File: config.mk
export PLATFORM = sky130hd
export DESIGN_NAME = core_net_hub
export DESIGN_NICKNAME = d
export VERILOG_FILES = /design/src/rtl/core_net_hub.sv
export SDC_FILE = /design/constraint.sdc
export NUM_CORES = 2
export LEC_CHECK = 0
export BUFFER_PORTS_ARGS = -buffer_cell sky130_fd_sc_hd__buf_2
export CAP_MARGIN = 25
export CORE_ASPECT_RATIO = 0.7
export CORE_UTILIZATION = 40
export CTS_CLUSTER_DIAMETER = 60
export DETAILED_ROUTE_END_ITERATION = 10
export PLACE_DENSITY = 0.68
export SETUP_SLACK_MARGIN = 0.15
export SYNTH_ARGS = -nofsm -noshare
export SYNTH_HDL_FRONTEND = slang
export SYNTH_SLANG_ARGS = --single-unit
export TNS_END_PERCENT = 50
File: constraint.sdc
create_clock -name clk -period 65.8 [get_ports clk]
set_input_delay 3.29 -clock clk [delete_from_list [all_inputs] [get_ports clk]]
set_output_delay 3.29 -clock clk [all_outputs]
set_load 0.01 [all_outputs]
File: src/rtl/core_net_hub.sv
// Packet hub for the cores of one tile: per-source FIFOs, one-hot destination routing
// with per-output round-robin arbitration, plus barrier/exception status reduction.
module core_net_hub #(
  parameter int unsigned num_ch_p       = 4,
  parameter int unsigned packet_width_p = 48,
  parameter int unsigned fifo_depth_p   = 4,
  parameter int unsigned mask_length_p  = 10,
  parameter int unsigned cnt_width_p    = 16
) (
  input  logic                                clk,
  input  logic                                reset,
  input  logic [num_ch_p*packet_width_p-1:0]  net_packet_flat_i,
  output logic [num_ch_p-1:0]                 net_ready_o,
  output logic [num_ch_p*packet_width_p-1:0]  net_packet_flat_o,
  input  logic [num_ch_p-1:0]                 net_ready_i,
  input  logic [num_ch_p*mask_length_p-1:0]   barrier_flat_i,
  input  logic [num_ch_p-1:0]                 exception_i,
  output logic [mask_length_p-1:0]            barrier_o,
  output logic                                exception_o,
  output logic [num_ch_p-1:0]                 exception_src_o,
  output logic                                route_err_o,
  output logic [cnt_width_p-1:0]              drop_count_o
);

  localparam int unsigned W  = packet_width_p;
  localparam int unsigned AW = $clog2(fifo_depth_p);
  localparam int unsigned PW = $clog2(num_ch_p);
  localparam int unsigned DL = W - 1 - num_ch_p;  // LSB of the destination field
  localparam logic [AW:0]            PTR_ONE = 1;
  localparam logic [cnt_width_p-1:0] CNT_ONE = 1;

  typedef logic [W-1:0] pkt_t;

  pkt_t                     mem_q   [num_ch_p][fifo_depth_p];
  pkt_t                     mem_d   [num_ch_p][fifo_depth_p];
  logic [AW:0]              wptr_q  [num_ch_p];
  logic [AW:0]              wptr_d  [num_ch_p];
  logic [AW:0]              rptr_q  [num_ch_p];
  logic [AW:0]              rptr_d  [num_ch_p];
  pkt_t                     out_q   [num_ch_p];
  pkt_t                     out_d   [num_ch_p];
  logic [PW-1:0]            rr_q    [num_ch_p];
  logic [PW-1:0]            rr_d    [num_ch_p];
  logic [mask_length_p-1:0] barrier_q, barrier_d;
  logic [num_ch_p-1:0]      exc_q, exc_d;
  logic                     route_err_q, route_err_d;
  logic [cnt_width_p-1:0]   drop_q, drop_d;

  logic [num_ch_p-1:0] full, empty, pop;
  pkt_t                head   [num_ch_p];
  pkt_t                in_pkt [num_ch_p];
  logic                found;
  logic [PW-1:0]       idx;

  always_comb begin
    for (int unsigned c = 0; c < num_ch_p; c++) begin
      full[c]   = (wptr_q[c][AW] != rptr_q[c][AW]) &&
                  (wptr_q[c][AW-1:0] == rptr_q[c][AW-1:0]);
      empty[c]  = (wptr_q[c] == rptr_q[c]);
      head[c]   = mem_q[c][rptr_q[c][AW-1:0]];
      in_pkt[c] = net_packet_flat_i[c*W +: W];
    end
  end

  always_comb begin
    mem_d       = mem_q;
    wptr_d      = wptr_q;
    rptr_d      = rptr_q;
    out_d       = out_q;
    rr_d        = rr_q;
    route_err_d = route_err_q;
    drop_d      = drop_q;
    pop         = '0;
    found       = 1'b0;
    idx         = '0;
    exc_d       = exc_q | exception_i;
    barrier_d   = '1;
    for (int unsigned c = 0; c < num_ch_p; c++) begin
      barrier_d = barrier_d & barrier_flat_i[c*mask_length_p +: mask_length_p];
    end

    // Accept: ready depends only on registered full, so an illegal packet is still taken.
    for (int unsigned c = 0; c < num_ch_p; c++) begin
      if (in_pkt[c][W-1] && !full[c]) begin
        if ($onehot(in_pkt[c][W-2 -: num_ch_p])) begin
          mem_d[c][wptr_q[c][AW-1:0]] = in_pkt[c];
          wptr_d[c] = wptr_q[c] + PTR_ONE;
        end else begin
          route_err_d = 1'b1;
          if (drop_d != '1) drop_d = drop_d + CNT_ONE;
        end
      end
    end

    // Each head carries a single destination bit, so grants never collide across outputs.
    for (int unsigned d = 0; d < num_ch_p; d++) begin
      if (!out_q[d][W-1] || net_ready_i[d]) begin
        found    = 1'b0;
        out_d[d] = '0;
        for (int unsigned k = 0; k < num_ch_p; k++) begin
          idx = PW'((32'(rr_q[d]) + k) % num_ch_p);
          if (!found && !empty[idx] && head[idx][DL + d]) begin
            found    = 1'b1;
            out_d[d] = head[idx];
            pop[idx] = 1'b1;
            rr_d[d]  = PW'((32'(idx) + 1) % num_ch_p);
          end
        end
      end
    end

    for (int unsigned c = 0; c < num_ch_p; c++) begin
      if (pop[c]) rptr_d[c] = rptr_q[c] + PTR_ONE;
    end
  end

  always_ff @(posedge clk or posedge reset) begin
    if (reset) begin
      mem_q       <= '{default: '0};
      wptr_q      <= '{default: '0};
      rptr_q      <= '{default: '0};
      out_q       <= '{default: '0};
      rr_q        <= '{default: '0};
      barrier_q   <= '0;
      exc_q       <= '0;
      route_err_q <= 1'b0;
      drop_q      <= '0;
    end else begin
      mem_q       <= mem_d;
      wptr_q      <= wptr_d;
      rptr_q      <= rptr_d;
      out_q       <= out_d;
      rr_q        <= rr_d;
      barrier_q   <= barrier_d;
      exc_q       <= exc_d;
      route_err_q <= route_err_d;
      drop_q      <= drop_d;
    end
  end

  always_comb begin
    net_ready_o = ~full;
    for (int unsigned d = 0; d < num_ch_p; d++) begin
      net_packet_flat_o[d*W +: W] = out_q[d];
    end
  end

  assign barrier_o       = barrier_q;
  assign exception_src_o = exc_q;
  assign exception_o     = |exc_q;
  assign route_err_o     = route_err_q;
  assign drop_count_o    = drop_q;

endmodule

==> results.tsv <==
metric	value	unit
holdCritStartpoint	mem_q[95]$_DFFE_PP0P_	
cp_num_buf_inv	7	
hpwl	153000	um
cts_max_path_buffers	3	
clock-root-buffer	clkbuf_16	
worstSetupEndpointType	flip-flop	
cts_tree	yes	
dr.pass1.iters	6	
fin_cells	7987	
pre_cts_slack	55000	ps
yosys.cell_types.count	89	
slew_viol_final	0	
r2r-start	drop_count_o[0]$_DFF_PP0_	
wl	226000	um
rows	123	
num_vias	50797	
die_area	0.164	sq mm
first_global_vias	49212	
netlist_instances	5732	
synth_edf_count	0	
hold_end	mem_q[95]$_DFFE_PP0P_	
syn_area	0.0648	sq mm
grt_max_degree	169	
antenna_found_initial	77	
rsz0062_at_grt	no	
whs	458	ps
die_w	483	um
clock_sinks	1023	
hold_violations	0	
tightest_slew	1110	ps
max_freq	98.7	MHz
crit_path_max_fanout	13	
ys_seq_area_frac	0.395	
drv_cap	0	
worstRegToRegCells	23	
required	66470	ps
hold_buffers	0	
ant_nets	0	
ctsResizeCount	0	
min_path_type	reg2reg	
die_y	339	um
insertion_delay	790	ps
grtUsageTotal	0.271	
crit_path_top_delay_cell	nor4_2	
start_util	0.403	
period_needed	10130	ps
critPathArrivalTime	10800	ps
remaining_drc_errors	0	
critPathTopFamily	simple AND/OR/NAND/NOR gates	
post_drt_via_cell_ratio	6.36	
h-tree-depth	3	
fin_skew	38.6	ps
hold_depth	1	
setup_viol	0	
drive_above_1_share	0.355	
n_fill_cell	14435	
period_share	0.154	
syn-num-nets	6029	
drt_iter0_markers	6497	
clk_pin_slew	60	ps
synth-seq-cells	1023	
grt_pass1_wl	332000	um
cts_made_buffers	113	
worstReg2RegEnd	drop_count_o[14]$_DFF_PP0_	
startpoint_type	input pin	
syn2layout_area_growth	11.7	%
crit_type	in2reg	
synth_ff_type	dfrtp_1	
postCtsSetupBuffers	0	
overflow	0	
place.gp.congestion	0.938	
num-nets-final	6063	
syn_area_per_cell	11.3	sq um
ioPinCount	470	
status	completed	
worst-r2r-setup-slack	58250	ps
layout_setup_ws	55670	ps
async_flop_share	1.00	
core	0.161	sq mm
ys_warn_count	0	
numPortBuffers	469	
drt-wirelength-per-cell	28.2	um
cp_slowest_stage_delay	840	ps
place_inst	7769	
finalSetupTns	0	ps
slew_headroom	0.258	
## placed cells by master, fill, tap and decap left out, types with 11 or more instances in the layout
master,instances
o22ai_1,116
and2_1,11
a21oi_1,330
a31oi_1,32
nor2_1,357
mux2_2,716
nand2_1,462
clkbuf_1,20
inv_6,13
and4_1,22
nand2b_1,29
and3_1,11
a221oi_1,58
a311oi_1,40
buf_2,469
xnor2_1,45
nand3_1,76
dfrtp_1,1010
buf_4,73
clkbuf_16,113
nor3_1,105
o221ai_1,22
mux4_2,532
inv_1,182
mux2i_1,299
o21ai_0,193
or3_1,16
nand4_1,20
nor4_1,12
clkbuf_8,22
a211oi_1,93
nand2_2,12
o31ai_1,12
ha_1,47
dfrtp_4,11
o211ai_1,19
xor2_1,20
o22a_1,11
## how the worst max path moves through the flow
stage,startpoint,cells past startpoint,slack [ps],to
after floorplan,reset,1,33720,barrier_o[0]$_DFF_PP0_
after global placement,net_packet_flat_i[43],28,55050,drop_count_o[14]$_DFF_PP0_
after detailed placement,net_packet_flat_i[43],28,55000,drop_count_o[14]$_DFF_PP0_
after CTS,net_packet_flat_i[43],28,55850,drop_count_o[14]$_DFF_PP0_
after global routing,net_packet_flat_i[43],28,55230,drop_count_o[14]$_DFF_PP0_
final,net_packet_flat_i[43],28,55670,drop_count_o[14]$_DFF_PP0_
## synthesized netlist by cell type, types with 12 or more instances
cell type	count	share of area
nand4_1	20	0.0019
nor4_1	13	0.0013
mux2_2	716	0.12
nand2_1	482	0.028
a21oi_1	330	0.025
a311oi_1	40	0.0054
buf_1	110	0.0064
nor2_1	357	0.021
dfrtp_1	1023	0.39
nand2b_1	33	0.0032
xor2_1	20	0.0027
ha_1	51	0.0098
o221ai_1	22	0.0030
o31ai_1	12	0.0014
and4_1	22	0.0030
a31oi_1	32	0.0031
and2_1	12	0.0012
xnor2_1	45	0.0061
o211ai_1	19	0.0022
mux4_2	532	0.18
a211oi_1	93	0.011
a221oi_1	58	0.0078
nand3_1	76	0.0059
nor3_1	105	0.0081
inv_1	183	0.011
mux2i_1	300	0.046
clkbuf_1	513	0.030
o21ai_0	196	0.015
o22ai_1	116	0.011
or3_1	16	0.0015
## metal layers
layer  share of wire  GRT usage
met5          0.0015          0
met4           0.042     0.0975
met3            0.13      0.106
met2            0.45      0.411
met1            0.38      0.350
## state kept, by name (all words and copies together), names as in the netlist
| signal | flops |
|---|---|
| wptr_q | 12 |
| rr_q | 8 |
| rptr_q | 12 |
| net_packet_flat_o | 192 |
| barrier_o | 10 |
| exception_src_o | 4 |
| route_err_o | 1 |
| drop_count_o | 16 |
| mem_q | 768 |
## stage by stage
step / util / instance area (sq um)
after floorplan: - / 64800
after global placement: 0.425 / 68400
after detailed placement: 0.425 / 68400
after CTS: 0.449 / 72200
after global routing: 0.450 / 72400
final: 0.450 / 72400
## worst reg2reg max path, stage by stage (launching register included)
cell	delay, ps
dfrtp_1	630
ha_1	450
nand4_2	330
nor4_2	320
buf_4	260
nor2_1	110
xnor2_1	180
inv_1	90
ha_1	190
o221a_2	340
nand4_1	310
o21ai_1	440
xnor2_1	160
inv_1	110
ha_1	310
inv_1	150
nor4_2	840
a21o_1	340
xnor2_1	200
ha_1	260
nand4_2	220
or2_4	340
or4b_1	530
mux2_1	320
## cells by family after synthesis
logic type	after synthesis	share of synthesized area
xor gates and xnor gates	66	0.00915
AOI/OAI and AO/OA	1007	0.0976
adders and majority gates	55	0.0111
muxes	1549	0.356
and+or+nand+nor	1209	0.0836
DFF	1023	0.395
buffers and inverters	823	0.0481
## layout make-up
class / count / area, sq um / share of cell area
timing repair buffer: 553 / 3150 / 0.0436
clock buffer: 155 / 3210 / 0.0443
multi-input combinational: 3886 / 36400 / 0.503
antenna: 10 / 25.0 / 0.000346
inverter: 189 / 732 / 0.0101
sequential: 1023 / 25600 / 0.354
clock inverter: 46 / 571 / 0.00788
tap: 2125 / 2660 / 0.0367
Power is not shown: default switching activity piles up to over one toggle a cycle in this logic, so the estimate is an artifact.
